`src/rtl/sdram_client_if.sv`:
```
// Host command and SDRAM controller signals of the sdram_client block.
// slave = the client itself, master = the host/controller side.
interface sdram_client_if;

    logic       host_cmd_valid;
    logic       host_cmd_ready;
    logic       host_cmd_wr;
    logic [8:0] host_cmd_len;
    logic       host_done;
    logic       host_err;
    logic       busy;

    logic       sdram_init_done;
    logic       sdram_wr_req;
    logic       sdram_rd_req;
    logic       sdram_wr_ack;
    logic       sdram_rd_ack;
    logic [8:0] sdwr_bytes;
    logic [8:0] sdrd_bytes;

    modport slave (
        input  host_cmd_valid,
        input  host_cmd_wr,
        input  host_cmd_len,
        input  sdram_init_done,
        input  sdram_wr_ack,
        input  sdram_rd_ack,
        output host_cmd_ready,
        output host_done,
        output host_err,
        output busy,
        output sdram_wr_req,
        output sdram_rd_req,
        output sdwr_bytes,
        output sdrd_bytes
    );

    modport master (
        output host_cmd_valid,
        output host_cmd_wr,
        output host_cmd_len,
        output sdram_init_done,
        output sdram_wr_ack,
        output sdram_rd_ack,
        input  host_cmd_ready,
        input  host_done,
        input  host_err,
        input  busy,
        input  sdram_wr_req,
        input  sdram_rd_req,
        input  sdwr_bytes,
        input  sdrd_bytes
    );

endinterface

```
`src/rtl/sdram_client.sv`:
```
// Queues host burst commands and sequences them onto an SDRAM controller.
// Define SDRAM_CLIENT_TIMEOUT_EN to add the request/ack timeout watchdog.
module sdram_client #(
    parameter int unsigned TIMEOUT_CYCLES = 4096
) (
    input logic           clk_100m,
    input logic           rst_n,
    sdram_client_if.slave bus
);

    typedef enum logic [2:0] {
        S_WAIT_INIT,
        S_IDLE,
        S_REQ,
        S_ACK,
        S_DONE
    } state_e;

    typedef struct packed {
        logic       wr;
        logic [8:0] len;
    } cmd_t;

    state_e     state_q, state_d;
    cmd_t       fifo_q [2];
    cmd_t       fifo_d [2];
    logic       wptr_q, wptr_d;
    logic       rptr_q, rptr_d;
    logic [1:0] count_q, count_d;
    cmd_t       cur_q, cur_d;
    logic       wr_req_q, wr_req_d;
    logic       rd_req_q, rd_req_d;
    logic [8:0] wr_bytes_q, wr_bytes_d;
    logic [8:0] rd_bytes_q, rd_bytes_d;

    logic push;
    logic pop;
    logic match_ack;
    logic active_d;
    logic timeout;

    // Ready depends only on occupancy, never on a same-cycle pop.
    assign bus.host_cmd_ready = (count_q != 2'd2);
    assign push = bus.host_cmd_valid && bus.host_cmd_ready;

    assign match_ack = cur_q.wr ? bus.sdram_wr_ack : bus.sdram_rd_ack;

    assign bus.host_done    = (state_q == S_DONE);
    assign bus.busy         = (state_q != S_IDLE && state_q != S_WAIT_INIT)
                              || (count_q != 2'd0);
    assign bus.sdram_wr_req = wr_req_q;
    assign bus.sdram_rd_req = rd_req_q;
    assign bus.sdwr_bytes   = wr_bytes_q;
    assign bus.sdrd_bytes   = rd_bytes_q;

    always_comb begin
        fifo_d  = fifo_q;
        wptr_d  = wptr_q;
        rptr_d  = rptr_q;
        count_d = count_q;
        if (push) begin
            fifo_d[wptr_q] = '{wr: bus.host_cmd_wr, len: bus.host_cmd_len};
            wptr_d = ~wptr_q;
        end
        if (pop) begin
            rptr_d = ~rptr_q;
        end
        unique case (1'b1)
            (push && !pop): count_d = count_q + 2'd1;
            (pop && !push): count_d = count_q - 2'd1;
            default:        count_d = count_q;
        endcase
    end

`ifdef SDRAM_CLIENT_TIMEOUT_EN
    localparam int unsigned TMO_W = $clog2(TIMEOUT_CYCLES) + 1;

    logic [TMO_W-1:0] tmo_q, tmo_d;
    logic             err_q, err_d;
    logic             in_xfer;

    assign in_xfer = (state_q == S_REQ) || (state_q == S_ACK);
    assign timeout = in_xfer && (tmo_q == TMO_W'(TIMEOUT_CYCLES - 1));
    assign bus.host_err = err_q;

    // Idle cycles hold the counter at zero, so S_REQ always starts fresh.
    always_comb begin
        tmo_d = '0;
        err_d = timeout;
        if (in_xfer) begin
            tmo_d = tmo_q + TMO_W'(1);
        end
    end

    always_ff @(posedge clk_100m or negedge rst_n) begin
        if (!rst_n) begin
            tmo_q <= '0;
            err_q <= 1'b0;
        end else begin
            tmo_q <= tmo_d;
            err_q <= err_d;
        end
    end
`else
    // No watchdog: transfers wait for the controller indefinitely.
    assign timeout      = 1'b0 & (TIMEOUT_CYCLES == 0);
    assign bus.host_err = 1'b0;
`endif

    always_comb begin
        state_d = state_q;
        cur_d   = cur_q;
        pop     = 1'b0;
        unique case (state_q)
            S_WAIT_INIT: begin
                if (bus.sdram_init_done) begin
                    state_d = S_IDLE;
                end
            end
            S_IDLE: begin
                if (count_q != 2'd0) begin
                    pop   = 1'b1;
                    cur_d = fifo_q[rptr_q];
                    if (fifo_q[rptr_q].len == 9'd0) begin
                        state_d = S_DONE;
                    end else begin
                        state_d = S_REQ;
                    end
                end
            end
            S_REQ: begin
                if (timeout) begin
                    state_d = S_IDLE;
                end else if (match_ack) begin
                    state_d = S_ACK;
                end
            end
            S_ACK: begin
                if (timeout) begin
                    state_d = S_IDLE;
                end else if (!match_ack) begin
                    state_d = S_DONE;
                end
            end
            S_DONE: begin
                state_d = S_IDLE;
            end
            default: begin
                state_d = S_WAIT_INIT;
            end
        endcase

        // Outputs are registered from the next state so they change on the
        // same edge as the state they belong to.
        active_d   = (state_d == S_REQ) || (state_d == S_ACK);
        wr_req_d   = (state_d == S_REQ) && cur_d.wr;
        rd_req_d   = (state_d == S_REQ) && !cur_d.wr;
        wr_bytes_d = (active_d && cur_d.wr) ? cur_d.len : 9'd0;
        rd_bytes_d = (active_d && !cur_d.wr) ? cur_d.len : 9'd0;
    end

    always_ff @(posedge clk_100m or negedge rst_n) begin
        if (!rst_n) begin
            state_q    <= S_WAIT_INIT;
            fifo_q[0]  <= '0;
            fifo_q[1]  <= '0;
            wptr_q     <= 1'b0;
            rptr_q     <= 1'b0;
            count_q    <= 2'd0;
            cur_q      <= '0;
            wr_req_q   <= 1'b0;
            rd_req_q   <= 1'b0;
            wr_bytes_q <= 9'd0;
            rd_bytes_q <= 9'd0;
        end else begin
            state_q    <= state_d;
            fifo_q     <= fifo_d;
            wptr_q     <= wptr_d;
            rptr_q     <= rptr_d;
            count_q    <= count_d;
            cur_q      <= cur_d;
            wr_req_q   <= wr_req_d;
            rd_req_q   <= rd_req_d;
            wr_bytes_q <= wr_bytes_d;
            rd_bytes_q <= rd_bytes_d;
        end
    end

endmodule

```
`src/flat_wrapper.sv`:
```
// flat-port wrapper written by rule: the top's interface ports become plain ports
module sdram_client_flat 
#(
    parameter int unsigned TIMEOUT_CYCLES = 4096
)
  (clk_100m, rst_n, bus_host_cmd_valid, bus_host_cmd_wr, bus_host_cmd_len, bus_sdram_init_done, bus_sdram_wr_ack, bus_sdram_rd_ack, bus_host_cmd_ready, bus_host_done, bus_host_err, bus_busy, bus_sdram_wr_req, bus_sdram_rd_req, bus_sdwr_bytes, bus_sdrd_bytes);
  sdram_client_if bus_i ();
  input logic clk_100m;
  input logic rst_n;
  input wire logic [$bits(bus_i.host_cmd_valid)-1:0] bus_host_cmd_valid;
  input wire logic [$bits(bus_i.host_cmd_wr)-1:0] bus_host_cmd_wr;
  input wire logic [$bits(bus_i.host_cmd_len)-1:0] bus_host_cmd_len;
  input wire logic [$bits(bus_i.sdram_init_done)-1:0] bus_sdram_init_done;
  input wire logic [$bits(bus_i.sdram_wr_ack)-1:0] bus_sdram_wr_ack;
  input wire logic [$bits(bus_i.sdram_rd_ack)-1:0] bus_sdram_rd_ack;
  output wire logic [$bits(bus_i.host_cmd_ready)-1:0] bus_host_cmd_ready;
  output wire logic [$bits(bus_i.host_done)-1:0] bus_host_done;
  output wire logic [$bits(bus_i.host_err)-1:0] bus_host_err;
  output wire logic [$bits(bus_i.busy)-1:0] bus_busy;
  output wire logic [$bits(bus_i.sdram_wr_req)-1:0] bus_sdram_wr_req;
  output wire logic [$bits(bus_i.sdram_rd_req)-1:0] bus_sdram_rd_req;
  output wire logic [$bits(bus_i.sdwr_bytes)-1:0] bus_sdwr_bytes;
  output wire logic [$bits(bus_i.sdrd_bytes)-1:0] bus_sdrd_bytes;
  assign bus_i.host_cmd_valid = bus_host_cmd_valid;
  assign bus_i.host_cmd_wr = bus_host_cmd_wr;
  assign bus_i.host_cmd_len = bus_host_cmd_len;
  assign bus_i.sdram_init_done = bus_sdram_init_done;
  assign bus_i.sdram_wr_ack = bus_sdram_wr_ack;
  assign bus_i.sdram_rd_ack = bus_sdram_rd_ack;
  assign bus_host_cmd_ready = bus_i.host_cmd_ready;
  assign bus_host_done = bus_i.host_done;
  assign bus_host_err = bus_i.host_err;
  assign bus_busy = bus_i.busy;
  assign bus_sdram_wr_req = bus_i.sdram_wr_req;
  assign bus_sdram_rd_req = bus_i.sdram_rd_req;
  assign bus_sdwr_bytes = bus_i.sdwr_bytes;
  assign bus_sdrd_bytes = bus_i.sdrd_bytes;
  sdram_client #(.TIMEOUT_CYCLES(TIMEOUT_CYCLES)) u_core (.clk_100m(clk_100m), .rst_n(rst_n), .bus(bus_i));
endmodule
```
`config.mk`:
```
export PLATFORM = sky130hd
export DESIGN_NAME = sdram_client_flat
export DESIGN_NICKNAME = d
export VERILOG_FILES = /design/src/rtl/sdram_client_if.sv /design/src/rtl/sdram_client.sv /design/src/flat_wrapper.sv
export SDC_FILE = /design/constraint.sdc
export NUM_CORES = 1
export LEC_CHECK = 0
export ABC_AREA = 1
export BUFFER_PORTS_ARGS = -buffer_cell sky130_fd_sc_hd__buf_2
export CAP_MARGIN = 25
export CORE_ASPECT_RATIO = 0.8
export CORE_MARGIN = 2
export CORE_UTILIZATION = 34
export DETAILED_ROUTE_END_ITERATION = 6
export SETUP_SLACK_MARGIN = 0.1
export SLEW_MARGIN = 10
export SYNTH_ARGS = -nofsm -noshare
export SYNTH_HDL_FRONTEND = slang
export SYNTH_SLANG_ARGS = --single-unit
```
`constraint.sdc`:
```
create_clock -name clk_100m -period 1.6 [get_ports clk_100m]
set_clock_uncertainty 0.2 [all_clocks]
set_input_delay 0.32 -clock clk_100m [delete_from_list [all_inputs] [get_ports clk_100m]]
set_output_delay 0.32 -clock clk_100m [all_outputs]
set_load 0.005 [all_outputs]
```
Yosys cells after proc, flatten, opt, wreduce, memory -nomap -nowiden
Index checks and enable logic that the tools add are counted.
Cells by class
  $add $sub $neg: 2
  $lt $le $gt $ge: 3
  equal/unequal tests: 8
  mux-type cells: 20
  bitwise gates (word level): 4
  reductions and logical operators: 19
Operators with widths (number)
  two-way mux 10 bit: 6
  bitwise mux 20 bit: 1
  two-way mux 9 bit: 2
  two-way mux 3 bit: 5
  one-hot mux 3 bit (5 select lines): 1
  == test 3 x 2 -> 1 bit (second input constant): 4
  demux 10 bit (select 1 bit): 1
  logical AND 1 bit: 9
  zero test 9 bit: 1
  greater-or-equal comparator 2 bit (second input constant): 2
  inverter 1 -> 2 bit: 2
  one-hot mux 2 bit (2 select lines): 1
  nonzero test 2 bit: 2
  == test 3 x 1 -> 1 bit (second input constant): 1
  == test 3 bit (second input constant): 1
  zero test 1 bit: 3
  zero test 3 bit: 1
  two-way mux 1 bit: 3
  != test 3 x 1 -> 1 bit (second input constant): 1
  nonzero test 3 bit: 1
  adder 2 x 1 -> 2 bit (second input constant): 1
  logical OR 1 bit: 2
  < comparator 2 x 1 -> 1 bit (second input constant): 1
  != test 2 bit (second input constant): 1
  other kinds (2): 3
Word-level totals
  bits in registers: 57
  input bits: 16
  word-level logic and storage cells: 70

Logic depth before layout (Yosys ltp)
  depth in word-level cells: 12
  gate-level depth with buffers: 10

Worst setup path after synthesis
Ideal clock, no wire load.
  kind: reg-to-reg
  start: register u_core.state_q[1]
  end: register u_core.count_q[1]
  library setup time: 131 ps
  arrival: 1436 ps
  data required time: 1269 ps
  slack: -167 ps
  stages on the path, launching flop included: 9
  buffers on the path: 1
  period minus slack after synthesis: 1767 ps
  path through: dfrtp_1 -> nor3_2 -> nand2_2 -> inv_2 -> buf_6 -> ha_1 -> a21oi_1 -> o21ai_0 -> xor2_1
On the way
  longest elaborated chain between the ends: 5
Ends and longest elaborated chain
  start: declaration: RTL line sdram_client.sv:24  | state_e state_q, state_d;
  start signal: assignment: RTL line sdram_client.sv:176  | state_q <= state_d;
  == test 3 x 1 -> 1 bit *: RTL line sdram_client.sv:114  | unique case (state_q)
  two-way mux 1 bit *: RTL line sdram_client.sv:114
  named net u_core.pop: RTL line sdram_client.sv:37  | logic pop;
  zero test 1 bit: RTL line sdram_client.sv:69  | (push && !pop): count_d = count_q + 2'd1;
  logical AND 1 bit: RTL line sdram_client.sv:69
  one-hot mux 2 bit (2 select lines) or nonzero test 2 bit (tied branches)
  end signal: assignment: RTL line sdram_client.sv:180  | count_q <= count_d;
  end: declaration: RTL line sdram_client.sv:29  | logic [1:0] count_q, count_d;
Mark *: on every way through the listed nets, which the timed path passes. The rest lies on a longest branch.
A chain may end at the register's enable or synchronous reset.

==> flow_metrics.py <==
metrics = {
    "yosys": {
        "syn_nets": 263,
        "synthCells": 246,
        "synth_top_cell_by_area": "dfrtp_1",
        "ys_ff_latch": 57,
        "syn_area_um2": 2360,
        "yosysTopAreaCellShare_pct": 60.4,
        "ys_async_sr_fraction_pct": 100,
        "synth_edf_count": 0,
        "synth.area.top_cells": "dfrtp_1 60%, nand2_1 7.6%, inv_1 6.0%, o21ai_0 5.9%, nor2_1 3.8%",
        "synth_ff_type": "dfrtp_1",
        "syn_area_per_cell_um2": 9.60,
        "synth-warning-count": 0,
        "seq_area_frac_synth_pct": 60.4,
        "synth_cell_types": 32,
    },
    "hold_path": {
        "hp-class": "input pin to flop",
        "hold_path_end": "u_core.fifo_q[17]",
        "hold-path-cell-count": 3,
        "min_from": "bus_host_cmd_len[7]",
    },
    "critical_path": {
        "cp_common_cell": "buf_4",
        "r2r_cells": 8,
        "rrSetupSlack_ns": -0.13,
        "cp_max_fo": 3,
        "startpoint_type": "flop",
        "critical_path_buf_inv_count": 5,
        "cp_cell_sequence": "buf_6 -> nor3_4 -> nand2_4 -> buf_4 -> o21ai_4 -> inv_2 -> buf_4 -> buf_4",
        "r2r-start": "u_core.state_q[1]",
        "slowest_delay_ns": 0.41,
        "critPathArrivalTime_ns": 1.76,
        "rr_endpoint": "u_core.cur_q[9]",
        "setup.worst_path.end_class": "flop",
        "worstPathRequired_ns": 1.64,
        "critPathSlowestCell": "dfrtp_1",
        "worst-setup-path-type": "flop to flop",
        "cp_top_family": "buffers and inverters",
    },
    "drt": {
        "wirelength_um": 5940,
        "via_per_inst": 4.48,
        "wl_per_cell_um": 13.5,
        "remaining_drc_errors": 0,
        "dr_total_vias": 1970,
        "antenna_left": 0,
        "drtIter0Drc": 40,
        "first_pass_iters": 4,
    },
    "floorplan": {
        "die_h_um": 78.6,
        "std_cell_rows": 27,
        "start_util_pct": 34.8,
        "core-area_um2": 6790,
        "die_area_um2": 7630,
        "ios": 40,
        "fp.dieW_um": 97.2,
    },
    "grt": {
        "met1_usage_pct": 20.6,
        "track_usage_pct": 15.9,
        "grtUsageMet3_pct": 5.08,
        "grt_pass1_vias": 2001,
        "grt-busiest-layer": "met2",
        "grt_pass1_wl_um": 9340,
        "grtUsageMet2_pct": 24.2,
        "antenna_found_initial": 0,
        "grt_overflow_total": 0,
        "grt_max_degree": 51,
    },
    "cells_and_area": {
        "final_nets": 365,
        "fillers": 600,
        "drive_above_1_share_pct": 55.5,
        "area_growth_pct": 61.5,
        "n_antenna_cell": 0,
    },
    "clocking": {
        "cts_buffers": 9,
        "cts-root-buf": "clkbuf_8",
        "clock_latency_ns": 0.34,
        "clk_pin_slew_ns": 0.06,
        "cts_max_path_buffers": 2,
        "cts.htree.levels": 3,
        "clock_sinks": 57,
        "cts_tree": "done",
    },
    "pwr": {
        "leakage_nw": 1.92,
        "p_per_area_nw_per_um2": 2270,
        "peakVddDrop_mv": 0.924,
    },
    "sta": {
        "hold_violations": 0,
        "whs_ns": 0.0107,
        "max_freq_ghz": 0.579,
        "drv_slew": 0,
        "fin_crit_ns": 1.73,
        "rsz0062_at_grt": "true",
        "period_share_pct": 108,
        "setup_viol": 34,
        "tns_ns": -2.91,
        "finalWorstSetupSlack_ns": -0.126,
    },
    "outcome": {
        "status": "finished, violations left",
        "failed_checks": "negative setup slack",
    },
    "placed_design": {
        "gp_congestion": 0.779,
        "hpwl_um": 3470,
        "port_buffers": 38,
    },
    "flow_run": {
        "max-cap-violations": 0,
    },
}
## power breakdown
part,internal [W],switching [W],total [W]
clock network,0.000757,0.000538,0.00130
registers,0.00205,0.000266,0.00232
logic,0.00251,0.00255,0.00506
## synth_stat cells (all sizes together), types with 2 or more instances
library cell,n
xor2,2
nand2,56
o21ai,30
buf,5
nor2,27
mux2,5
or2,9
dfrtp,57
nor3,2
a21oi,2
nand3,2
inv,41
## repair_timing
| action | 4_1_cts | 5_1_grt |
|---|---|---|
| endpoints found under the hold margin | 59 | 0 |
| hold buffers | 3 | 0 |
| setup endpoints to repair | 45 | 59 |
| pin swaps | 11 | 11 |
| buffers inserted | 15 | 10 |
| gates resized for setup | 64 | 73 |
| gates cloned | 3 | 2 |
## metrics by stage
stage          setup slack, ns  cells  total power [W]  util, %  cell area (µm²)
4_1_cts                 -0.104    431          0.00771     51.3             3480
5_1_grt                 -0.200    440          0.00930     56.2             3820
2_1_floorplan          -0.0976    246          0.00422        -             2410
3_3_place_gp            -0.125    395          0.00534     42.7             2900
3_5_place_dp            -0.185    395          0.00539     42.7             2900
6_report                -0.126    440          0.00867     56.2             3820
## worst min-delay path, stage by stage
cell	delay, ns
buf_2	0.09
nand2_2	0.04
o21ai_1	0.06
## cell usage in the layout, fill, tap and decap left out, types with 5 or more instances in the layout
master    synthesis  layout
dfrtp_1          57      56
buf_2             1      37
inv_1            38      31
buf_4             2      26
buf_6             2      24
nand2_2           5      23
nand2_1          48      22
nor2_1           24      21
o21ai_2           1      10
clkbuf_8          0      10
o21ai_1           1       9
or2_4             0       8
o21ai_4           0       8
nand2_4           3       7
inv_2             3       6
mux2_4            0       5
## layer usage
metal  share of wire (%)  vias up  routed length, µm
met4                 1.6        0                 97
met2                  47       43               2800
met1                  47      957               2770
met3                 4.6       12                273
li1                    -      958                  -
met5                   0        -                  0
## sequential cells by signal, indices dropped and copies added, names as in the netlist
register,count
u_core.bus.sdram_wr_req,1
u_core.cur_q,10
u_core.bus.sdram_rd_req,1
u_core.bus.sdwr_bytes,9
u_core.rptr_q,1
u_core.count_q,2
u_core.wptr_q,1
u_core.bus.sdrd_bytes,9
u_core.fifo_q,20
u_core.state_q,3
## how the worst max path moves through the flow
stage                                 start  cells past startpoint  slack, ns                  endpoint
final                     u_core.state_q[1]                      8      -0.13           u_core.cur_q[9]
after floorplan           u_core.state_q[0]                      9       -0.1         u_core.count_q[1]
after CTS                 u_core.state_q[2]                      4      -0.10             bus_host_done
after detailed placement      u_core.rptr_q                     10      -0.19  u_core.bus.sdwr_bytes[6]
after global routing      u_core.state_q[1]                      8      -0.20         u_core.count_q[1]
after global placement        u_core.rptr_q                     10      -0.13  u_core.bus.sdwr_bytes[5]
## cell families (layout without fill, tap and decap cells)
group	count (synthesis)	after routing	synth area share (%)
fa+ha+maj	1	1	0.530
compound gates	35	35	7.79
buf+inv	47	153	8.53
xor+xnor	3	3	1.11
simple gates	97	98	19.1
other cells	1	1	0.159
flops	57	57	60.4
mux	5	5	2.38
## cell type report
type                            count  area [µm²]  share of cell area, %
Sequential cell                    57        1430                   37.4
Inverter                           41         166                   4.36
Tap cell                           87         109                   2.85
Clock buffer                       13         149                   3.90
Clock inverter                      3        40.0                   1.05
Multi-Input combinational cell    143        1110                   29.0
Timing Repair Buffer               96         816                   21.4
No activity file was read; power rests on OpenSTA's default activity.
